<file path="config.mk">
export PLATFORM = sky130hd
export DESIGN_NAME = usbh_xfer_sched_flat
export DESIGN_NICKNAME = d
export VERILOG_FILES = /design/src/rtl/usbh_xfer_sched_if.sv /design/src/rtl/usbh_xfer_sched.sv /design/src/flat_wrapper.sv
export SDC_FILE = /design/constraint.sdc
export NUM_CORES = 1
export LEC_CHECK = 0
export ABC_AREA = 1
export ABC_CLOCK_PERIOD_IN_PS = 3560
export CAP_MARGIN = 20
export CORE_ASPECT_RATIO = 1.4
export CORE_UTILIZATION = 35
export DETAILED_ROUTE_END_ITERATION = 6
export GPL_TIMING_DRIVEN = 0
export PLACE_DENSITY = 0.6
export SLEW_MARGIN = 20
export SYNTH_ARGS = -nofsm -noshare
export SYNTH_HDL_FRONTEND = slang
export SYNTH_SLANG_ARGS = --single-unit
</file>
<file path="constraint.sdc">
create_clock -name clkout2 -period 3.56 [get_ports clkout2]
set_input_delay 0.534 -clock clkout2 [delete_from_list [all_inputs] [get_ports clkout2]]
set_output_delay 0.534 -clock clkout2 [all_outputs]
set_load 0.05 [all_outputs]
</file>
<file path="src/rtl/usbh_xfer_sched_if.sv">
// Request, completion and SIE sequencing bundle of the USB host transfer scheduler.
// slave: the scheduler itself; master: the host/SIE side that drives and observes it.
interface usbh_xfer_sched_if;
    logic        sof_en_i;
    logic        req_valid_i;
    logic        req_ready_o;
    logic [7:0]  req_pid_i;
    logic [6:0]  req_dev_i;
    logic [3:0]  req_ep_i;
    logic [15:0] req_len_i;
    logic        req_in_i;
    logic        req_data1_i;
    logic        req_resp_i;
    logic        cpl_valid_o;
    logic [7:0]  cpl_resp_o;
    logic [1:0]  cpl_err_o;
    logic [15:0] cpl_rxcnt_o;
    logic [10:0] frame_o;
    logic        sie_start_o;
    logic        sie_in_o;
    logic        sie_sof_o;
    logic        sie_resp_o;
    logic        sie_data1_o;
    logic [7:0]  sie_pid_o;
    logic [6:0]  sie_dev_o;
    logic [3:0]  sie_ep_o;
    logic [15:0] sie_len_o;
    logic        sie_ack_i;
    logic        sie_idle_i;
    logic        sie_timeout_i;
    logic        sie_crcerr_i;
    logic [7:0]  sie_resp_i;
    logic [15:0] sie_rxcnt_i;

    modport slave (
        input  sof_en_i, req_valid_i, req_pid_i, req_dev_i, req_ep_i, req_len_i, req_in_i,
               req_data1_i, req_resp_i, sie_ack_i, sie_idle_i, sie_timeout_i, sie_crcerr_i,
               sie_resp_i, sie_rxcnt_i,
        output req_ready_o, cpl_valid_o, cpl_resp_o, cpl_err_o, cpl_rxcnt_o, frame_o,
               sie_start_o, sie_in_o, sie_sof_o, sie_resp_o, sie_data1_o, sie_pid_o,
               sie_dev_o, sie_ep_o, sie_len_o
    );

    modport master (
        output sof_en_i, req_valid_i, req_pid_i, req_dev_i, req_ep_i, req_len_i, req_in_i,
               req_data1_i, req_resp_i, sie_ack_i, sie_idle_i, sie_timeout_i, sie_crcerr_i,
               sie_resp_i, sie_rxcnt_i,
        input  req_ready_o, cpl_valid_o, cpl_resp_o, cpl_err_o, cpl_rxcnt_o, frame_o,
               sie_start_o, sie_in_o, sie_sof_o, sie_resp_o, sie_data1_o, sie_pid_o,
               sie_dev_o, sie_ep_o, sie_len_o
    );
endinterface

</file>
<file path="src/rtl/usbh_xfer_sched.sv">
// USB host SIE sequencer: SOF every frame (priority) plus one host request with NAK retry and EOF guard.
// Request accepted combinationally in IDLE only; held off by SOF pending, an owned request or the guard window.
module usbh_xfer_sched #(
    parameter int SOF_PERIOD = 60000,
    parameter int EOF_GUARD  = 6000,
    parameter int MAX_RETRY  = 15,
    parameter int RETRY_GAP  = 64
) (
    input  logic              clkout2,
    input  logic              reset,
    usbh_xfer_sched_if.slave  bus
);
    localparam int TW = (SOF_PERIOD > 2) ? $clog2(SOF_PERIOD) : 1;
    localparam int GW = (RETRY_GAP > 1) ? $clog2(RETRY_GAP) : 1;

    typedef enum logic [2:0] {S_IDLE, S_SOF_GO, S_REQ_GO, S_BUSY, S_GAP, S_CPL} state_t;

    state_t        r_state, w_state_nxt;
    logic [TW-1:0] r_timer;
    logic [10:0]   r_frame;
    logic          r_sof_pend, r_is_sof, r_owned;
    logic [3:0]    r_retry;
    logic [GW-1:0] r_gap;
    logic [7:0]    r_pid;
    logic [6:0]    r_dev;
    logic [3:0]    r_ep;
    logic [15:0]   r_len;
    logic          r_in, r_data1, r_resp;
    logic [7:0]    r_cpl_resp;
    logic [1:0]    r_cpl_err;
    logic [15:0]   r_cpl_rxcnt;

    logic          w_wrap, w_room, w_accept, w_take_sof, w_busy_done, w_retry;
    logic [31:0]   w_remain;

    assign w_wrap      = bus.sof_en_i && (r_timer == TW'(SOF_PERIOD - 1));
    assign w_remain    = 32'(SOF_PERIOD - 1) - 32'(r_timer);
    assign w_room      = w_remain > 32'(EOF_GUARD);
    assign w_busy_done = (r_state == S_BUSY) && bus.sie_idle_i;
    assign w_retry     = (bus.sie_resp_i == 8'h5A) && (r_retry < 4'(MAX_RETRY));

    always_comb begin
        w_state_nxt     = r_state;
        w_accept        = 1'b0;
        w_take_sof      = 1'b0;
        bus.sie_start_o = 1'b0;
        bus.sie_sof_o   = 1'b0;
        bus.sie_in_o    = 1'b0;
        bus.sie_resp_o  = 1'b0;
        bus.sie_data1_o = 1'b0;
        bus.sie_pid_o   = 8'h00;
        bus.sie_dev_o   = 7'h00;
        bus.sie_ep_o    = 4'h0;
        bus.sie_len_o   = 16'h0000;
        case (r_state)
            S_IDLE: begin
                if (r_sof_pend) begin
                    w_take_sof  = 1'b1;
                    w_state_nxt = S_SOF_GO;
                end else if (r_owned && w_room) begin
                    w_state_nxt = S_REQ_GO;
                end else if (!r_owned && bus.req_valid_i && w_room) begin
                    w_accept    = 1'b1;
                    w_state_nxt = S_REQ_GO;
                end
            end
            S_SOF_GO: begin
                bus.sie_start_o = 1'b1;
                bus.sie_sof_o   = 1'b1;
                bus.sie_pid_o   = 8'hA5;
                bus.sie_dev_o   = r_frame[6:0];
                bus.sie_ep_o    = r_frame[10:7];
                if (bus.sie_ack_i) w_state_nxt = S_BUSY;
            end
            S_REQ_GO: begin
                bus.sie_start_o = 1'b1;
                bus.sie_in_o    = r_in;
                bus.sie_resp_o  = r_resp;
                bus.sie_data1_o = r_data1;
                bus.sie_pid_o   = r_pid;
                bus.sie_dev_o   = r_dev;
                bus.sie_ep_o    = r_ep;
                bus.sie_len_o   = r_len;
                if (bus.sie_ack_i) w_state_nxt = S_BUSY;
            end
            S_BUSY: begin
                if (bus.sie_idle_i) begin
                    if (r_is_sof)     w_state_nxt = S_IDLE;
                    else if (w_retry) w_state_nxt = S_GAP;
                    else              w_state_nxt = S_CPL;
                end
            end
            S_GAP:   if (r_gap == GW'(RETRY_GAP - 1)) w_state_nxt = S_IDLE;
            S_CPL:   w_state_nxt = S_IDLE;
            default: w_state_nxt = S_IDLE;
        endcase
    end

    assign bus.req_ready_o = w_accept;
    assign bus.cpl_valid_o = (r_state == S_CPL);
    assign bus.cpl_resp_o  = r_cpl_resp;
    assign bus.cpl_err_o   = r_cpl_err;
    assign bus.cpl_rxcnt_o = r_cpl_rxcnt;
    assign bus.frame_o     = r_frame;

    always_ff @(posedge clkout2 or posedge reset) begin
        if (reset) begin
            r_state     <= S_IDLE;
            r_timer     <= '0;
            r_frame     <= '0;
            r_sof_pend  <= 1'b0;
            r_is_sof    <= 1'b0;
            r_owned     <= 1'b0;
            r_retry     <= '0;
            r_gap       <= '0;
            r_pid       <= '0;
            r_dev       <= '0;
            r_ep        <= '0;
            r_len       <= '0;
            r_in        <= 1'b0;
            r_data1     <= 1'b0;
            r_resp      <= 1'b0;
            r_cpl_resp  <= '0;
            r_cpl_err   <= '0;
            r_cpl_rxcnt <= '0;
        end else begin
            r_state <= w_state_nxt;
            // A wrap while an SOF is still pending just re-asserts the same single pending flag.
            if (!bus.sof_en_i) begin
                r_timer    <= '0;
                r_sof_pend <= 1'b0;
            end else if (w_wrap) begin
                r_timer    <= '0;
                r_frame    <= r_frame + 11'd1;
                r_sof_pend <= 1'b1;
            end else begin
                r_timer <= r_timer + 1'b1;
                if (w_take_sof) r_sof_pend <= 1'b0;
            end
            if (w_accept) begin
                r_pid   <= bus.req_pid_i;
                r_dev   <= bus.req_dev_i;
                r_ep    <= bus.req_ep_i;
                r_len   <= bus.req_len_i;
                r_in    <= bus.req_in_i;
                r_data1 <= bus.req_data1_i;
                r_resp  <= bus.req_resp_i;
                r_retry <= '0;
                r_owned <= 1'b1;
            end
            if (r_state == S_SOF_GO) r_is_sof <= 1'b1;
            if (r_state == S_REQ_GO) r_is_sof <= 1'b0;
            if (r_state == S_GAP)    r_gap    <= r_gap + 1'b1;
            if (w_busy_done && !r_is_sof) begin
                r_cpl_resp  <= bus.sie_resp_i;
                r_cpl_rxcnt <= bus.sie_rxcnt_i;
                if (w_retry) begin
                    r_retry <= r_retry + 4'd1;
                    r_gap   <= '0;
                end else begin
                    r_owned <= 1'b0;
                    if (bus.sie_resp_i == 8'h5A) r_cpl_err <= 2'd3;
                    else if (bus.sie_timeout_i)  r_cpl_err <= 2'd1;
                    else if (bus.sie_crcerr_i)   r_cpl_err <= 2'd2;
                    else                         r_cpl_err <= 2'd0;
                end
            end
        end
    end
endmodule

</file>
<file path="src/flat_wrapper.sv">
// flat-port wrapper written by rule: the top's interface ports become plain ports
module usbh_xfer_sched_flat 
#(
    parameter int SOF_PERIOD = 60000,
    parameter int EOF_GUARD  = 6000,
    parameter int MAX_RETRY  = 15,
    parameter int RETRY_GAP  = 64
)
  (clkout2, reset, bus_sof_en_i, bus_req_valid_i, bus_req_pid_i, bus_req_dev_i, bus_req_ep_i, bus_req_len_i, bus_req_in_i, bus_req_data1_i, bus_req_resp_i, bus_sie_ack_i, bus_sie_idle_i, bus_sie_timeout_i, bus_sie_crcerr_i, bus_sie_resp_i, bus_sie_rxcnt_i, bus_req_ready_o, bus_cpl_valid_o, bus_cpl_resp_o, bus_cpl_err_o, bus_cpl_rxcnt_o, bus_frame_o, bus_sie_start_o, bus_sie_in_o, bus_sie_sof_o, bus_sie_resp_o, bus_sie_data1_o, bus_sie_pid_o, bus_sie_dev_o, bus_sie_ep_o, bus_sie_len_o);
  usbh_xfer_sched_if bus_i ();
  input  logic clkout2;
  input  logic reset;
  input wire logic [$bits(bus_i.sof_en_i)-1:0] bus_sof_en_i;
  input wire logic [$bits(bus_i.req_valid_i)-1:0] bus_req_valid_i;
  input wire logic [$bits(bus_i.req_pid_i)-1:0] bus_req_pid_i;
  input wire logic [$bits(bus_i.req_dev_i)-1:0] bus_req_dev_i;
  input wire logic [$bits(bus_i.req_ep_i)-1:0] bus_req_ep_i;
  input wire logic [$bits(bus_i.req_len_i)-1:0] bus_req_len_i;
  input wire logic [$bits(bus_i.req_in_i)-1:0] bus_req_in_i;
  input wire logic [$bits(bus_i.req_data1_i)-1:0] bus_req_data1_i;
  input wire logic [$bits(bus_i.req_resp_i)-1:0] bus_req_resp_i;
  input wire logic [$bits(bus_i.sie_ack_i)-1:0] bus_sie_ack_i;
  input wire logic [$bits(bus_i.sie_idle_i)-1:0] bus_sie_idle_i;
  input wire logic [$bits(bus_i.sie_timeout_i)-1:0] bus_sie_timeout_i;
  input wire logic [$bits(bus_i.sie_crcerr_i)-1:0] bus_sie_crcerr_i;
  input wire logic [$bits(bus_i.sie_resp_i)-1:0] bus_sie_resp_i;
  input wire logic [$bits(bus_i.sie_rxcnt_i)-1:0] bus_sie_rxcnt_i;
  output wire logic [$bits(bus_i.req_ready_o)-1:0] bus_req_ready_o;
  output wire logic [$bits(bus_i.cpl_valid_o)-1:0] bus_cpl_valid_o;
  output wire logic [$bits(bus_i.cpl_resp_o)-1:0] bus_cpl_resp_o;
  output wire logic [$bits(bus_i.cpl_err_o)-1:0] bus_cpl_err_o;
  output wire logic [$bits(bus_i.cpl_rxcnt_o)-1:0] bus_cpl_rxcnt_o;
  output wire logic [$bits(bus_i.frame_o)-1:0] bus_frame_o;
  output wire logic [$bits(bus_i.sie_start_o)-1:0] bus_sie_start_o;
  output wire logic [$bits(bus_i.sie_in_o)-1:0] bus_sie_in_o;
  output wire logic [$bits(bus_i.sie_sof_o)-1:0] bus_sie_sof_o;
  output wire logic [$bits(bus_i.sie_resp_o)-1:0] bus_sie_resp_o;
  output wire logic [$bits(bus_i.sie_data1_o)-1:0] bus_sie_data1_o;
  output wire logic [$bits(bus_i.sie_pid_o)-1:0] bus_sie_pid_o;
  output wire logic [$bits(bus_i.sie_dev_o)-1:0] bus_sie_dev_o;
  output wire logic [$bits(bus_i.sie_ep_o)-1:0] bus_sie_ep_o;
  output wire logic [$bits(bus_i.sie_len_o)-1:0] bus_sie_len_o;
  assign bus_i.sof_en_i = bus_sof_en_i;
  assign bus_i.req_valid_i = bus_req_valid_i;
  assign bus_i.req_pid_i = bus_req_pid_i;
  assign bus_i.req_dev_i = bus_req_dev_i;
  assign bus_i.req_ep_i = bus_req_ep_i;
  assign bus_i.req_len_i = bus_req_len_i;
  assign bus_i.req_in_i = bus_req_in_i;
  assign bus_i.req_data1_i = bus_req_data1_i;
  assign bus_i.req_resp_i = bus_req_resp_i;
  assign bus_i.sie_ack_i = bus_sie_ack_i;
  assign bus_i.sie_idle_i = bus_sie_idle_i;
  assign bus_i.sie_timeout_i = bus_sie_timeout_i;
  assign bus_i.sie_crcerr_i = bus_sie_crcerr_i;
  assign bus_i.sie_resp_i = bus_sie_resp_i;
  assign bus_i.sie_rxcnt_i = bus_sie_rxcnt_i;
  assign bus_req_ready_o = bus_i.req_ready_o;
  assign bus_cpl_valid_o = bus_i.cpl_valid_o;
  assign bus_cpl_resp_o = bus_i.cpl_resp_o;
  assign bus_cpl_err_o = bus_i.cpl_err_o;
  assign bus_cpl_rxcnt_o = bus_i.cpl_rxcnt_o;
  assign bus_frame_o = bus_i.frame_o;
  assign bus_sie_start_o = bus_i.sie_start_o;
  assign bus_sie_in_o = bus_i.sie_in_o;
  assign bus_sie_sof_o = bus_i.sie_sof_o;
  assign bus_sie_resp_o = bus_i.sie_resp_o;
  assign bus_sie_data1_o = bus_i.sie_data1_o;
  assign bus_sie_pid_o = bus_i.sie_pid_o;
  assign bus_sie_dev_o = bus_i.sie_dev_o;
  assign bus_sie_ep_o = bus_i.sie_ep_o;
  assign bus_sie_len_o = bus_i.sie_len_o;
  usbh_xfer_sched #(.SOF_PERIOD(SOF_PERIOD), .EOF_GUARD(EOF_GUARD), .MAX_RETRY(MAX_RETRY), .RETRY_GAP(RETRY_GAP)) u_core (.clkout2(clkout2), .reset(reset), .bus(bus_i));
endmodule
</file>
==> summary.md <==
| Metric | Value |
|---|---|
| Seq cells post-synth | 107 |
| Largest net degree at the start of global routing | between 50 and 60 |
| CP peak stage delay | 0.44 ns |
| Worst-Margin Slew | 0.5643 ns |
| Commonest non-fill, non-tap cells in the layout | 165 x nand2_1, 147 x clkdlybuf4s50_1, 107 x dfrtp_1, 91 x inv_1, 57 x nor2_1 |
| Setup crit end kind | output pin |
| CTS Buf Count | 9 |
| Row cnt | 52 |
| Detailed Route Iter0 Violations | between 300 and 400 |
| Wirelength per Cell | 13.59 µm |
| Status | finished clean |
| Routed vias | 4674 |
| Global Route Usage Sum | 18.13% |
| GR Overflow Total | 0 |
| Peak VDD IR | approximately 0.46 mV |
| TritonCTS clock tree | built |
| Area of the core | 14440 µm² |
| Die X | 104.7 µm |
| Worst Path Required | 3.03 ns |
| First-pass GRT wire length | between 20000 and 25000 µm |
| Routed WL | 13380 µm |
| Final Cell Area | 7234 µm² |
| Cells along the critical path | inv_1 > ha_1 > nand3_1 > nor2_1 > nand2_1 > nand2_1 > nor2_1 > nand2_1 > nand2_1 > nand2_1 > nand2_1 > nand2_1 > nand2_2 > nand2_4 > inv_4 > buf_6 > buf_6 > clkbuf_4 |
| Ys async rst share | 100.0% |
| Diode count | 0 |
| Synth top area share | 51.82% |
| 1st-pass router iterations | 4 |
| Final Non-Filler Cells | 985 |
| Placed insts | 970 |
| HPWL Detailed | roughly 10000 µm |
| PwrDens | 823.0 nW/µm² |
| Worst hold path type | flop to flop |
| Synth Net Count | 709 |
| Warnings, synthesis | 0 |
| Final period util | 91.08% |
| Synth cell types | 33 |
| Placed Area | 6918 µm² |
| Post-synth EDFFs | 0 |
| Vias per inst | about 4.7 |
| Final setup vio count | 0 |
| Die height | 145.8 µm |
| Die area | roughly 15000 µm² |
| Starting Density | between 30% and 40% |
| CP max stage cell | dfrtp_1 |
| Share of post-route cells with drive strength above 1 | 6.281% |
| Skew-Pair Late Insertion Delay | 0.34 ns |
| RSZ-0062 raised after global routing | no |
| Most area-hungry cell type in the Yosys netlist | dfrtp_1 |
| Synth area leaders | dfrtp_1 52%, nand2_1 12%, inv_1 6.7% |
| Clock Sink Count | 107 |
| Commonest non-fill, non-tap cell in the layout | nand2_1 |
| Register area share after synthesis | 51.82% |
| Post-route ant nets | 0 |
| Max-cap violations | 0 |
| Hold_buf cts | 0 |
| Gate Count Post-Synth | 632 |
| H-Tree Depth | 3 |
| Slew Limit Headroom | 62.26% |
| Ys flop type | dfrtp_1 |
| Worst hold slack | about 0.46 ns |
| Fin util | 50.09% |
| Nets@finish | 869 |
| Clock buffer depth | 2 |
| Final hold vios | 0 |
| Initial antenna violation count | 0 |
| Critical path class | flop to output pin |
| Setup Buffers After CTS | 0 |
| Fin. max-slew vios | 0 |
| Clock Tree Root | clkbuf_16 |
| Cell Area, Synth | 5167 µm² |
| CP Max Fanout | 10 |
| Crit path launch type | flop |
| Crit path top cell by count | nand2_1 |
| Area growth syn-to-layout | 40.00% |
| RePlAce Congestion | 0.8241 |
| Syn avg cell area | 8.176 µm² |
| CP Data Arrival Time | 2.71 ns |
| P_leak | 3.399 nW |
| Boundary Pins | 149 |
| F_max | 0.3084 GHz |
| Residual DRC count | 0 |
| Worst Skew | 0.01067 ns |
| Worst-path clk slew | 0.07 ns |
| Final min period | 3.242 ns |
| Vias in the first global route | around 4700 |
| I/O Buffers | 148 |
==> Yosys cell counts, drive strengths merged (7+ instances only) <==
cell type,n
a21oi,12
buf,12
clkbuf,9
dfrtp,107
ha,7
inv,93
nand2,171
nand3,33
nor2,59
nor3,22
o21ai,60
o22ai,10
xor2,14
==> final cells by class <==
class / instances / area, µm²
fillers: 1391 / 7209
well taps: 189 / 236.5
flip-flops and latches: 107 / 2678
clock buffers: 10 / 229.0
multi-input cells: 411 / 2012
plain buffers: 21 / 131.4
repair buffers: 149 / 1506
clock inverters: 5 / 85.08
inverters: 93 / 356.6
==> metrics by stage <==
stage	TNS (ns)	power [mW]	worst slack, ns
final	0	5.954	0.3176
after global routing	0	6.294	0.001693
after CTS	0	6.014	0.005203
after detailed placement	0	4.916	0.1175
after global placement	-154.91	4.863	-1.457
after floorplan	0	3.843	0.02454
==> cell families (layout without fill, tap and decap cells) <==
family | after synthesis | after routing | share of synthesized area [%]
DFF | 107 | 107 | 51.82
adders and majority gates | 7 | 7 | 1.695
and+or+nand+nor | 298 | 298 | 24.36
xor gates and xnor gates | 19 | 19 | 3.220
AOI/OAI and AO/OA | 87 | 87 | 9.564
buffers and inverters | 114 | 278 | 9.346
==> flip-flops by register name, summed over array words and instances (netlist names), 2 cells and up <==
signal and flops:
u_core.r_len 16, u_core.r_ep 4, u_core.bus.cpl_rxcnt_o 16, u_core.bus.cpl_resp_o 8, u_core.bus.frame_o 11, u_core.r_gap 6
u_core.bus.cpl_err_o 2, u_core.r_dev 7, u_core.r_pid 8, u_core.r_state 3, u_core.r_timer 16, u_core.r_retry 4
==> worst paths after layout <==
| check | startpoint | endpoint | slack, ns | depth (start not counted) |
|---|---|---|---|---|
| max | u_core.r_timer[5] | bus_req_ready_o | 0.32 | 18 |
| min | u_core.r_timer[0] | u_core.r_timer[0] | 0.46 | 1 |
| max reg2reg | u_core.r_timer[0] | u_core.r_timer[10] | 1.17 | 10 |
| min reg2reg | u_core.r_timer[0] | u_core.r_timer[0] | 0.46 | 1 |
| max in group asynchronous | reset | u_core.bus.frame_o[3] | 2.28 | 3 |
| min in group asynchronous | reset | u_core.r_pid[1] | 0.61 | 2 |
==> power by group <==
part	internal (mW)	total, mW	switching (mW)
Sequential	1.60	1.77	0.166
Combinational	0.994	3.11	2.12
Clock	0.619	1.07	0.452
Total	3.22	5.95	2.74
==> critical path: cells and delay by family (launching register included) <==
family	cells	cell delay, ns
adder cells (fa/ha/maj)	1	0.30
AND/OR/NAND/NOR	12	0.84
flip-flops	1	0.44
buffers and inverters	5	0.78
==> metal layers <==
| layer | up-vias | part of all wire [%] | global-route usage [%] |
|---|---|---|---|
| met5 | - | 0 | 0 |
| met4 | 0 | 1.1 | 4.577 |
| met3 | 11 | 5.6 | 3.896 |
| met2 | 162 | 50 | 32.32 |
| met1 | 2191 | 43 | 22.10 |
| li1 | 2310 | - | - |
==> timing repair <==
| item | CTS | global route |
|---|---|---|
| gates resized for setup | 1 | 5 |
| hold endpoints to repair | 0 | 0 |
| endpoints found under the setup margin | 1 | 10 |
(Power assumes the default switching activity.)
